--- src/rtl/sfx_pkg.sv ---
`default_nettype none
// ============================================================================
// Module   : sfx_pkg
// Brief    : Shared types, effect IDs, lengths and tone constants for the
//            sound-effect arbiter.
// Revision : 1.0 - initial release
// ============================================================================
package sfx_pkg;

    typedef enum logic [1:0] {
        S_MUSIC  = 2'd0,
        S_SFX    = 2'd1,
        S_SILENT = 2'd2
    } state_t;

    // Numeric order doubles as priority: over > clear > drop > none.
    typedef enum logic [1:0] {
        FX_NONE  = 2'd0,
        FX_DROP  = 2'd1,
        FX_CLEAR = 2'd2,
        FX_OVER  = 2'd3
    } fx_t;

    localparam int LEN_DROP  = 2;
    localparam int LEN_CLEAR = 4;
    localparam int LEN_OVER  = 8;

    localparam logic [31:0] TONE_G3  = 32'd196;
    localparam logic [31:0] TONE_C4  = 32'd262;
    localparam logic [31:0] TONE_CS4 = 32'd277;
    localparam logic [31:0] TONE_D4  = 32'd294;
    localparam logic [31:0] TONE_DS4 = 32'd311;
    localparam logic [31:0] TONE_E4  = 32'd330;
    localparam logic [31:0] TONE_F4  = 32'd349;
    localparam logic [31:0] TONE_FS4 = 32'd370;
    localparam logic [31:0] TONE_G4  = 32'd392;
    localparam logic [31:0] TONE_C5  = 32'd523;
    localparam logic [31:0] TONE_E5  = 32'd659;
    localparam logic [31:0] TONE_G5  = 32'd784;
    localparam logic [31:0] TONE_C6  = 32'd1047;

    function automatic logic [2:0] fx_last_step(input fx_t fx);
        case (fx)
            FX_DROP:  fx_last_step = 3'(LEN_DROP - 1);
            FX_CLEAR: fx_last_step = 3'(LEN_CLEAR - 1);
            FX_OVER:  fx_last_step = 3'(LEN_OVER - 1);
            default:  fx_last_step = 3'd0;
        endcase
    endfunction

endpackage : sfx_pkg
`default_nettype wire

--- src/rtl/sfx_arbiter_if.sv ---
`default_nettype none
// ============================================================================
// Module   : sfx_arbiter_if
// Brief    : Music/effect request and tone output bundle of the arbiter.
// Revision : 1.0 - initial release
// ============================================================================
interface sfx_arbiter_if;
    logic [1:0]  mode;
    logic [31:0] music_tone;
    logic        req_drop;
    logic        req_clear;
    logic        req_over;
    logic [31:0] tone_out;
    logic        music_hold;
    logic        sfx_busy;

    modport master (
        output mode, music_tone, req_drop, req_clear, req_over,
        input  tone_out, music_hold, sfx_busy
    );

    modport slave (
        input  mode, music_tone, req_drop, req_clear, req_over,
        output tone_out, music_hold, sfx_busy
    );
endinterface : sfx_arbiter_if
`default_nettype wire

--- src/rtl/sfx_rom.sv ---
`default_nettype none
// ============================================================================
// Module   : sfx_rom
// Brief    : Combinational effect tone table; out-of-range steps give 0 Hz.
// Revision : 1.0 - initial release
// ============================================================================
module sfx_rom
    import sfx_pkg::*;
(
    input  fx_t         fx,
    input  logic [2:0]  step,
    output logic [31:0] tone
);

    always_comb begin
        tone = '0;
        case (fx)
            FX_DROP: begin
                case (step)
                    3'd0:    tone = TONE_C4;
                    3'd1:    tone = TONE_G3;
                    default: tone = '0;
                endcase
            end
            FX_CLEAR: begin
                case (step)
                    3'd0:    tone = TONE_C5;
                    3'd1:    tone = TONE_E5;
                    3'd2:    tone = TONE_G5;
                    3'd3:    tone = TONE_C6;
                    default: tone = '0;
                endcase
            end
            FX_OVER: begin
                case (step)
                    3'd0:    tone = TONE_G4;
                    3'd1:    tone = TONE_FS4;
                    3'd2:    tone = TONE_F4;
                    3'd3:    tone = TONE_E4;
                    3'd4:    tone = TONE_DS4;
                    3'd5:    tone = TONE_D4;
                    3'd6:    tone = TONE_CS4;
                    default: tone = TONE_C4;
                endcase
            end
            default: tone = '0;
        endcase
    end

endmodule : sfx_rom
`default_nettype wire

--- src/rtl/sfx_arbiter.sv ---
`default_nettype none
// ============================================================================
// Module   : sfx_arbiter
// Brief    : Shares the tone PWM between background music and prioritised
//            one-shot effects; freezes the beat player while an effect sounds.
// Revision : 1.0 - initial release
// ============================================================================
module sfx_arbiter
    import sfx_pkg::*;
#(
    parameter int TICK_DIV = 6_250_000
) (
    input  logic          clk,
    input  logic          reset,
    sfx_arbiter_if.slave  bus
);

    localparam logic [31:0] c_tick_last = 32'(TICK_DIV - 1);

    state_t      r_state;
    state_t      w_nxt_state;
    fx_t         r_fx;
    fx_t         w_nxt_fx;
    fx_t         w_req_fx;
    logic [2:0]  r_step;
    logic [2:0]  w_nxt_step;
    logic [31:0] r_tick;
    logic [31:0] w_nxt_tick;
    logic [1:0]  r_mode;
    logic [31:0] r_tone_out;
    logic [31:0] w_nxt_tone;
    logic [31:0] w_rom_tone;
    logic        r_music_hold;
    logic        r_sfx_busy;
    logic        w_mode_ok;
    logic        w_mode_chg;

    assign w_mode_ok  = (bus.mode == 2'b01) || (bus.mode == 2'b10);
    assign w_mode_chg = (bus.mode != r_mode);

    always_comb begin
        w_req_fx = FX_NONE;
        if (w_mode_ok) begin
            if (bus.req_over)       w_req_fx = FX_OVER;
            else if (bus.req_clear) w_req_fx = FX_CLEAR;
            else if (bus.req_drop)  w_req_fx = FX_DROP;
        end
    end

    always_comb begin
        w_nxt_state = r_state;
        w_nxt_fx    = r_fx;
        w_nxt_step  = r_step;
        w_nxt_tick  = r_tick;
        case (r_state)
            S_MUSIC: begin
                if (w_req_fx != FX_NONE) begin
                    w_nxt_state = S_SFX;
                    w_nxt_fx    = w_req_fx;
                    w_nxt_step  = 3'd0;
                    w_nxt_tick  = '0;
                end
            end
            S_SFX: begin
                if (w_mode_chg) begin
                    w_nxt_state = S_MUSIC;
                    w_nxt_fx    = FX_NONE;
                    w_nxt_step  = 3'd0;
                    w_nxt_tick  = '0;
                end else if ((w_req_fx != FX_NONE) && (w_req_fx >= r_fx)) begin
                    // Equal priority restarts, higher priority preempts.
                    w_nxt_fx   = w_req_fx;
                    w_nxt_step = 3'd0;
                    w_nxt_tick = '0;
                end else if (r_tick == c_tick_last) begin
                    w_nxt_tick = '0;
                    if (r_step == fx_last_step(r_fx)) begin
                        w_nxt_state = (r_fx == FX_OVER) ? S_SILENT : S_MUSIC;
                        w_nxt_fx    = FX_NONE;
                        w_nxt_step  = 3'd0;
                    end else begin
                        w_nxt_step = r_step + 3'd1;
                    end
                end else begin
                    w_nxt_tick = r_tick + 32'd1;
                end
            end
            S_SILENT: begin
                if (w_mode_chg) begin
                    w_nxt_state = S_MUSIC;
                end
            end
            default: begin
                w_nxt_state = S_MUSIC;
                w_nxt_fx    = FX_NONE;
                w_nxt_step  = 3'd0;
                w_nxt_tick  = '0;
            end
        endcase
    end

    sfx_rom u_rom (
        .fx   (w_nxt_fx),
        .step (w_nxt_step),
        .tone (w_rom_tone)
    );

    // Outputs are loaded from the next state so they change on the same edge.
    always_comb begin
        case (w_nxt_state)
            S_MUSIC: w_nxt_tone = bus.music_tone;
            S_SFX:   w_nxt_tone = w_rom_tone;
            default: w_nxt_tone = '0;
        endcase
    end

    always_ff @(posedge clk) begin
        r_mode <= bus.mode;
        if (reset) begin
            r_state      <= S_MUSIC;
            r_fx         <= FX_NONE;
            r_step       <= 3'd0;
            r_tick       <= '0;
            r_tone_out   <= '0;
            r_music_hold <= 1'b0;
            r_sfx_busy   <= 1'b0;
        end else begin
            r_state      <= w_nxt_state;
            r_fx         <= w_nxt_fx;
            r_step       <= w_nxt_step;
            r_tick       <= w_nxt_tick;
            r_tone_out   <= w_nxt_tone;
            r_music_hold <= (w_nxt_state != S_MUSIC);
            r_sfx_busy   <= (w_nxt_state == S_SFX);
        end
    end

    assign bus.tone_out   = r_tone_out;
    assign bus.music_hold = r_music_hold;
    assign bus.sfx_busy   = r_sfx_busy;

endmodule : sfx_arbiter
`default_nettype wire

--- src/flat_wrapper.sv ---
// flat-port wrapper written by rule: the top's interface ports become plain ports
module sfx_arbiter_flat import sfx_pkg::*;
#(
    parameter int TICK_DIV = 6_250_000
)
  (clk, reset, bus_mode, bus_music_tone, bus_req_drop, bus_req_clear, bus_req_over, bus_tone_out, bus_music_hold, bus_sfx_busy);
  sfx_arbiter_if bus_i ();
  input  logic clk;
  input  logic reset;
  input wire logic [$bits(bus_i.mode)-1:0] bus_mode;
  input wire logic [$bits(bus_i.music_tone)-1:0] bus_music_tone;
  input wire logic [$bits(bus_i.req_drop)-1:0] bus_req_drop;
  input wire logic [$bits(bus_i.req_clear)-1:0] bus_req_clear;
  input wire logic [$bits(bus_i.req_over)-1:0] bus_req_over;
  output wire logic [$bits(bus_i.tone_out)-1:0] bus_tone_out;
  output wire logic [$bits(bus_i.music_hold)-1:0] bus_music_hold;
  output wire logic [$bits(bus_i.sfx_busy)-1:0] bus_sfx_busy;
  assign bus_i.mode = bus_mode;
  assign bus_i.music_tone = bus_music_tone;
  assign bus_i.req_drop = bus_req_drop;
  assign bus_i.req_clear = bus_req_clear;
  assign bus_i.req_over = bus_req_over;
  assign bus_tone_out = bus_i.tone_out;
  assign bus_music_hold = bus_i.music_hold;
  assign bus_sfx_busy = bus_i.sfx_busy;
  sfx_arbiter #(.TICK_DIV(TICK_DIV)) u_core (.clk(clk), .reset(reset), .bus(bus_i));
endmodule
--- config.mk ---
export PLATFORM = sky130hd
export DESIGN_NAME = sfx_arbiter_flat
export DESIGN_NICKNAME = d
export VERILOG_FILES = /design/src/rtl/sfx_pkg.sv /design/src/rtl/sfx_arbiter_if.sv /design/src/rtl/sfx_rom.sv /design/src/rtl/sfx_arbiter.sv /design/src/flat_wrapper.sv
export SDC_FILE = /design/constraint.sdc
export NUM_CORES = 1
export LEC_CHECK = 0
export ABC_AREA = 1
export BUFFER_PORTS_ARGS = -buffer_cell sky130_fd_sc_hd__buf_2
export CAP_MARGIN = 20
export CELL_PAD_IN_SITES_DETAIL_PLACEMENT = 0
export CELL_PAD_IN_SITES_GLOBAL_PLACEMENT = 1
export CORE_AREA = 2 2 101 103
export CTS_CLUSTER_DIAMETER = 100
export DETAILED_ROUTE_END_ITERATION = 7
export DIE_AREA = 0 0 103 105
export PLACE_DENSITY = 0.8
export REMOVE_ABC_BUFFERS = 1
export SKIP_CTS_REPAIR_TIMING = 1
export SLEW_MARGIN = 10
export SYNTH_ARGS = -nofsm -noshare
export SYNTH_HDL_FRONTEND = slang
export SYNTH_SLANG_ARGS = --single-unit
--- constraint.sdc ---
create_clock -name clk -period 3.99 [get_ports clk]
set_input_delay 0.798 -clock clk [delete_from_list [all_inputs] [get_ports clk]]
set_output_delay 0.798 -clock clk [all_outputs]
set_load 0.05 [all_outputs]
# Word level (Yosys, flattened, before mapping)
# Cells that the tools add are included.
dict set report op_classes {
  addsub 2
  order_cmp 1
  n_eq_ne 21
  n_mux 39
  n_bitwise 1
  n_reduce_logical 8
}
# op n
set op_table {}
lappend op_table {{$pmux 32 s3} 2}
lappend op_table {{$mux 32} 4}
lappend op_table {{$pmux 32 s2} 1}
lappend op_table {{$pmux 8 s7} 1}
lappend op_table {{$pmux 11 s4} 1}
lappend op_table {{$add 32x1->32 const B} 1}
lappend op_table {{$eq 32x23->1 const B} 1}
lappend op_table {{$mux 2} 15}
lappend op_table {{$mux 3} 9}
lappend op_table {{$pmux 3 s3} 2}
lappend op_table {{$pmux 9 s2} 1}
lappend op_table {{$eq 2x2->1 const B} 6}
lappend op_table {{$pmux 2 s3} 2}
lappend op_table {{$eq 2x1->1 const B} 5}
lappend op_table {{$eq 3x3->1 const B} 3}
lappend op_table {{$eq 3x2->1 const B} 2}
lappend op_table {{$logic_not 2->1} 2}
lappend op_table {{$reduce_bool 2->1} 2}
lappend op_table {{$add 3x1->3 const B} 1}
lappend op_table {{$eq 3x1->1 const B} 1}
lappend op_table {{$eq 3x3->1} 1}
lappend op_table {{$logic_not 3->1} 1}
lappend op_table {{$ge 2x2->1} 1}
lappend op_table {{$ne 2x1->1 const B} 1}
lappend op_table {{other kinds (6)} 6}
dict set report word_totals {
  ff_bits 75
  input_bits 39
  output_inout_bits 34
  wordCells 80
}

# Longest topological paths before layout
dict set report logic_depth {
  word_depth 19
  ltp_mapped 20
  depth_no_buf 20
}

# Hierarchy
# Synthesis repeated with hierarchy kept, for this count alone.
dict set report hier_totals {
  cells_unflattened 660
  hier_area_um2 4257.8
}
# module n_inst cells_each area_each_um2 seq_area_each_um2
set by_module_without_submodules {}
lappend by_module_without_submodules {sfx_arbiter 1 587 3865.0 1501.4}
lappend by_module_without_submodules {sfx_rom 1 73 392.9 0.0}

# Worst setup path before layout
# OpenSTA, ideal clock, no wires.
dict set report synth_timing {
  kind {input port to flip-flop}
  start {input bus_req_clear}
  end {register u_core.r_tone_out[1], in the netlist u_core.bus.tone_out[1]}
  setup_ns 0.136
  arrival_time_ns 2.589
  required_ns 3.854
  slack_ns 1.265
  path_stages 19
  n_path_buf 0
  path_cell_list {inv_1 > nand2_1 > nand2_1 > nand2_4 > ha_1 > o21ai_0 > nand2_1 > nand2_4 > nand2_4 > a21oi_4 > nand2_4 > nand2_4 > inv_4 > nand2_2 > nor2_4 > nand2_2 > nand3_1 > nand2_1 > a21oi_2}
}
dict set report synth_via {
  elab_chain_cells 12
  word_cells_on_any_way 35
  cone_classes {order compare (1); eq/ne (10); mux (20); reduce/logical (4)}
}
# item line
set synth_lines {}
lappend synth_lines {{start: declaration} flat_wrapper.sv:13} ;# input wire logic [$bits(bus_i.req_clear)-1:0] bus_req_clear;
lappend synth_lines {{$mux 2 (*)} sfx_arbiter.sv:45} ;# else if (bus.req_clear) w_req_fx = FX_CLEAR;
lappend synth_lines {{$mux 2 (*)} sfx_arbiter.sv:44} ;# if (bus.req_over) w_req_fx = FX_OVER;
lappend synth_lines {{$mux 2 (*)} sfx_arbiter.sv:43} ;# if (w_mode_ok) begin
lappend synth_lines {{$ge 2x2->1 or $reduce_bool 2->1 (tied branches)} {sfx_arbiter.sv:70, sfx_arbiter.sv:57}}
lappend synth_lines {{$logic_and 1x1->1} sfx_arbiter.sv:70} ;# end else if ((w_req_fx != FX_NONE) && (w_req_fx >= r_fx)) begin
lappend synth_lines {{$mux 3} sfx_arbiter.sv:70}
lappend synth_lines {{$mux 3} sfx_arbiter.sv:65} ;# if (w_mode_chg) begin
lappend synth_lines {{$pmux 3 s3} sfx_arbiter.sv:55} ;# case (r_state)
lappend synth_lines {{$eq 3x3->1 (tied with other cells)} sfx_rom.sv:35} ;# case (step)
lappend synth_lines {{$pmux 8 s7 (tied with other cells)} sfx_rom.sv:35}
lappend synth_lines {{$pmux 32 s3} sfx_rom.sv:17} ;# case (fx)
lappend synth_lines {{$pmux 32 s2 (*)} sfx_arbiter.sv:110} ;# case (w_nxt_state)
lappend synth_lines {{end signal: assignment} sfx_arbiter.sv:132} ;# r_tone_out <= w_nxt_tone;
lappend synth_lines {{end: declaration} sfx_arbiter.sv:30} ;# logic [31:0] r_tone_out;
# Every way passes the cells marked *; elsewhere a longest branch is shown, timed or not.
# A chain may end at the register's enable or synchronous reset.

# Worst setup path in the final report
dict set report layout_timing {
  start {input bus_mode[0]}
  end {register u_core.r_tone_out[8], in the netlist u_core.bus.tone_out[8]}
}
dict set report layout_via {
  elab_chain_cells 12
  word_cells_on_any_way 34
  cone_classes {order compare (1); eq/ne (10); mux (18); reduce/logical (5)}
}
# item line
set layout_lines {}
lappend layout_lines {{start: declaration} flat_wrapper.sv:10} ;# input wire logic [$bits(bus_i.mode)-1:0] bus_mode;
lappend layout_lines {{$eq 2x1->1 or $eq 2x2->1 (tied branches)} sfx_arbiter.sv:38} ;# assign w_mode_ok = (bus.mode == 2'b01) || (bus.mode == 2'b10);
lappend layout_lines {{$logic_or 1x1->1} sfx_arbiter.sv:38}
lappend layout_lines {{$mux 2} sfx_arbiter.sv:43}
lappend layout_lines {{$ge 2x2->1 or $reduce_bool 2->1 (tied branches)} {sfx_arbiter.sv:70, sfx_arbiter.sv:57}}
lappend layout_lines {{$logic_and 1x1->1} sfx_arbiter.sv:70}
lappend layout_lines {{$mux 3} sfx_arbiter.sv:70}
lappend layout_lines {{$mux 3} sfx_arbiter.sv:65}
lappend layout_lines {{$pmux 3 s3} sfx_arbiter.sv:55}
lappend layout_lines {{$eq 3x2->1 (tied with other cells)} sfx_rom.sv:26} ;# case (step)
lappend layout_lines {{$pmux 11 s4 or $pmux 9 s2 (tied branches)} {sfx_rom.sv:26, sfx_rom.sv:19}}
lappend layout_lines {{$pmux 32 s3} sfx_rom.sv:17}
lappend layout_lines {{$pmux 32 s2 (*)} sfx_arbiter.sv:110}
# Marked as above.

==> impl_metrics.json <==
{
  "syn_area_sq_mm": 0.00413,
  "drive_gt1_frac": 0.239,
  "cap_violations": 0,
  "wirelength_met1_mm": 4.74,
  "htree_levels": 3,
  "nNetsFinal": 704,
  "cp-start-kind": "primary input",
  "min_path_type": "flip-flop to flip-flop",
  "dieHeight_um": 105,
  "hold_viol_final": 0,
  "ys_types": 45,
  "fin_tns_setup_ns": 0,
  "final_area_sq_mm": 0.00476,
  "wl_per_cell_um": 12.6,
  "path_cells": "buf_2, inv_1, nand2_2, nand2_4, nand2_4, ha_1, o21ai_0, nand2_1, nand2_4, nand3_2, a22o_1, nor2_4, nand2_1, a21oi_2",
  "crit_fanout": 33,
  "die_x_um": 103,
  "drc": 0,
  "numPortBuffers": 72,
  "start_util": 0.428,
  "fill_cells": 1008,
  "synth_top_cell_area_share": 0.364,
  "synthFlopType": "dfxtp_1",
  "critPathKind": "primary input to flip-flop",
  "syn_avg_cell_area_sq_um": 6.93,
  "clock.fmax_mhz": 341,
  "core.rowCount": 36,
  "wl_met2_mm": 4.67,
  "synth.area.top_cells": "dfxtp_1 36%, nand2_1 15%, nor2_1 6.7%",
  "overflow": 0,
  "ir_worst_vdd_mv": 0.168,
  "seq_area_sq_mm": 0.00150,
  "seq_area_frac_synth": 0.364,
  "first_pass_iters": 5,
  "core_sq_mm": 0.00964,
  "reg2reg_from": "u_core.r_fx[1]",
  "grt_pass1_vias": 3676,
  "critPathArrivalTime_ns": 3.24,
  "slowest_delay_ns": 0.59,
  "rsz0062_at_grt": "false",
  "setup_viol": 0,
  "synth_edf_count": 0,
  "highest_layer": "met4",
  "antenna_cells": 0,
  "dpl_cell_area_sq_mm": 0.00457,
  "ys_ff_latch": 75,
  "synthArstFlopShare": 0,
  "vias_per_cell": 4.98,
  "die_area_sq_mm": 0.0108,
  "worst_path_most_repeated_cell": "nand2_4",
  "tightestPinTransition_ns": 0.689,
  "min_period_ns": 2.93,
  "cpMaxStageDelayCell": "nor2_4",
  "synth_cells": 595,
  "antenna_found_initial": 0,
  "cts_buffer_depth": 2,
  "ant_nets": 0,
  "area_delta_synth_final_pct": 15.5,
  "drtIter0Drc": 177,
  "grt_first_pass_wirelength_mm": 17.1,
  "slew_headroom": 0.539,
  "min_from": "u_core.r_tick[31]",
  "p_leak_nw": 2.14,
  "powerDensity_mw_per_mm2": 358,
  "multi_input_area_sq_mm": 0.00231,
  "drv_slew": 0,
  "cts.clk_slew.worst_paths_ns": 0.09,
  "cts_buffers": 9,
  "hpwlAfterDp_mm": 7.43,
  "clock_skew_ns": 0.0147,
  "io_pins": 73,
  "vias": 3978,
  "cts_sinks": 75,
  "grt_usage": 0.195,
  "cp.required_ns": 4.29,
  "period_share": 0.735,
  "status": "finished, final reports clean",
  "grt_max_degree": 36,
  "wl_met3_um": 486,
  "cts_tree": "built",
  "gp_congestion": 0.825,
  "synth_top_area_cell": "dfxtp_1",
  "ys_warn_count": 0,
  "clock-root-buffer": "clkbuf_8",
  "endpoint_kind": "flip-flop",
  "clk_latency_ns": 0.37,
  "wirelength_mm": 10.1,
  "critPathLaunch": "bus_mode[0]"
}
==> stage by stage <==
step                worst slack, ns  utilization  power (mW)  hold slack, ns  cells
global placement              0.741        0.475        1.14           0.470    783
detailed placement            0.651        0.475        1.14           0.474    783
CTS                            1.04        0.494        1.72           0.486    799
global route                  0.681        0.494        1.79           0.530    799
floorplan                     0.956            -        1.04           0.452    575
finish                         1.06        0.494        1.70           0.494    799
==> worst max-delay path: cells and delay by family <==
family	cells	cell delay, ns
buffers and inverters	2	0.19
AOI/OAI and AO/OA	3	0.65
adders and majority gates	1	0.27
and+or+nand+nor	8	1.33
==> path summary, 6_finish.rpt <==
check	to	slack [ns]	depth (start not counted)
worst max-delay path	u_core.bus.tone_out[8]	1.06	14
worst min-delay path	u_core.r_tick[31]	0.49	2
worst max register to register	u_core.bus.tone_out[8]	1.36	10
worst min register to register	u_core.r_tick[31]	0.49	2
==> cells in the mapped netlist, types with 2 or more instances <==
| library cell | instances |
|---|---|
| nand4_1 | 11 |
| clkinv_1 | 2 |
| a21oi_1 | 45 |
| nor2_1 | 74 |
| inv_2 | 7 |
| nand3_2 | 2 |
| buf_2 | 5 |
| o21ai_1 | 5 |
| a221oi_1 | 3 |
| ha_1 | 4 |
| a21oi_4 | 3 |
| nor2_2 | 10 |
| xnor2_1 | 4 |
| xor2_1 | 5 |
| a211oi_1 | 3 |
| inv_1 | 45 |
| nand3_1 | 35 |
| buf_4 | 3 |
| o21ai_0 | 17 |
| a21oi_2 | 5 |
| dfxtp_1 | 75 |
| clkbuf_1 | 10 |
| nor3_1 | 12 |
| nand2_2 | 16 |
| nor2_4 | 5 |
| nand2_4 | 9 |
| nor3_4 | 2 |
| nand2_1 | 161 |
==> kinds of logic (layout without fill, tap and decap cells) <==
family          Yosys count  in the layout  synth area share
simple gates            343            343             0.397
compound gates           88             88             0.132
flops                    75             75             0.364
fa+ha+maj                 4              4            0.0121
xor+xnor                  9              9            0.0191
buf+inv                  76            147            0.0761
==> state kept, by name (all words and copies together) (netlist names) <==
register               flops
u_core.bus.tone_out       32
u_core.r_tick             32
u_core.r_step              3
u_core.r_fx                2
u_core.r_mode              2
u_core.r_state             2
u_core.bus.music_hold      1
u_core.bus.sfx_busy        1
==> cells in the final DEF (no fill, tap or decap), drive strengths merged, types with 5 or more instances in the layout <==
cell / count
a21oi: 53
buf: 75
o21ai: 22
nand3: 37
dfxtp: 75
xor2: 5
nand4: 12
nor3: 14
clkbuf: 9
nor2: 90
inv: 58
nand2: 186
==> layout make-up <==
cell class,count,area share
multi-input cells,444,0.485
flip-flops and latches,75,0.315
repair buffers,75,0.0804
clock buffers,9,0.0260
clock inverters,7,0.0137
well taps,133,0.0349
inverters,56,0.0449
==> power breakdown <==
part | internal (mW) | switching (mW)
Sequential | 0.780 | 0.0124
Clock | 0.242 | 0.341
Combinational | 0.0840 | 0.245
==> routing by layer <==
metal	GRT usage	up-vias
met2	0.305	99
met4	0.0639	0
li1	-	2051
met1	0.269	1809
met3	0.0341	19
met5	0	-
Power figures use the tool's default switching activity.
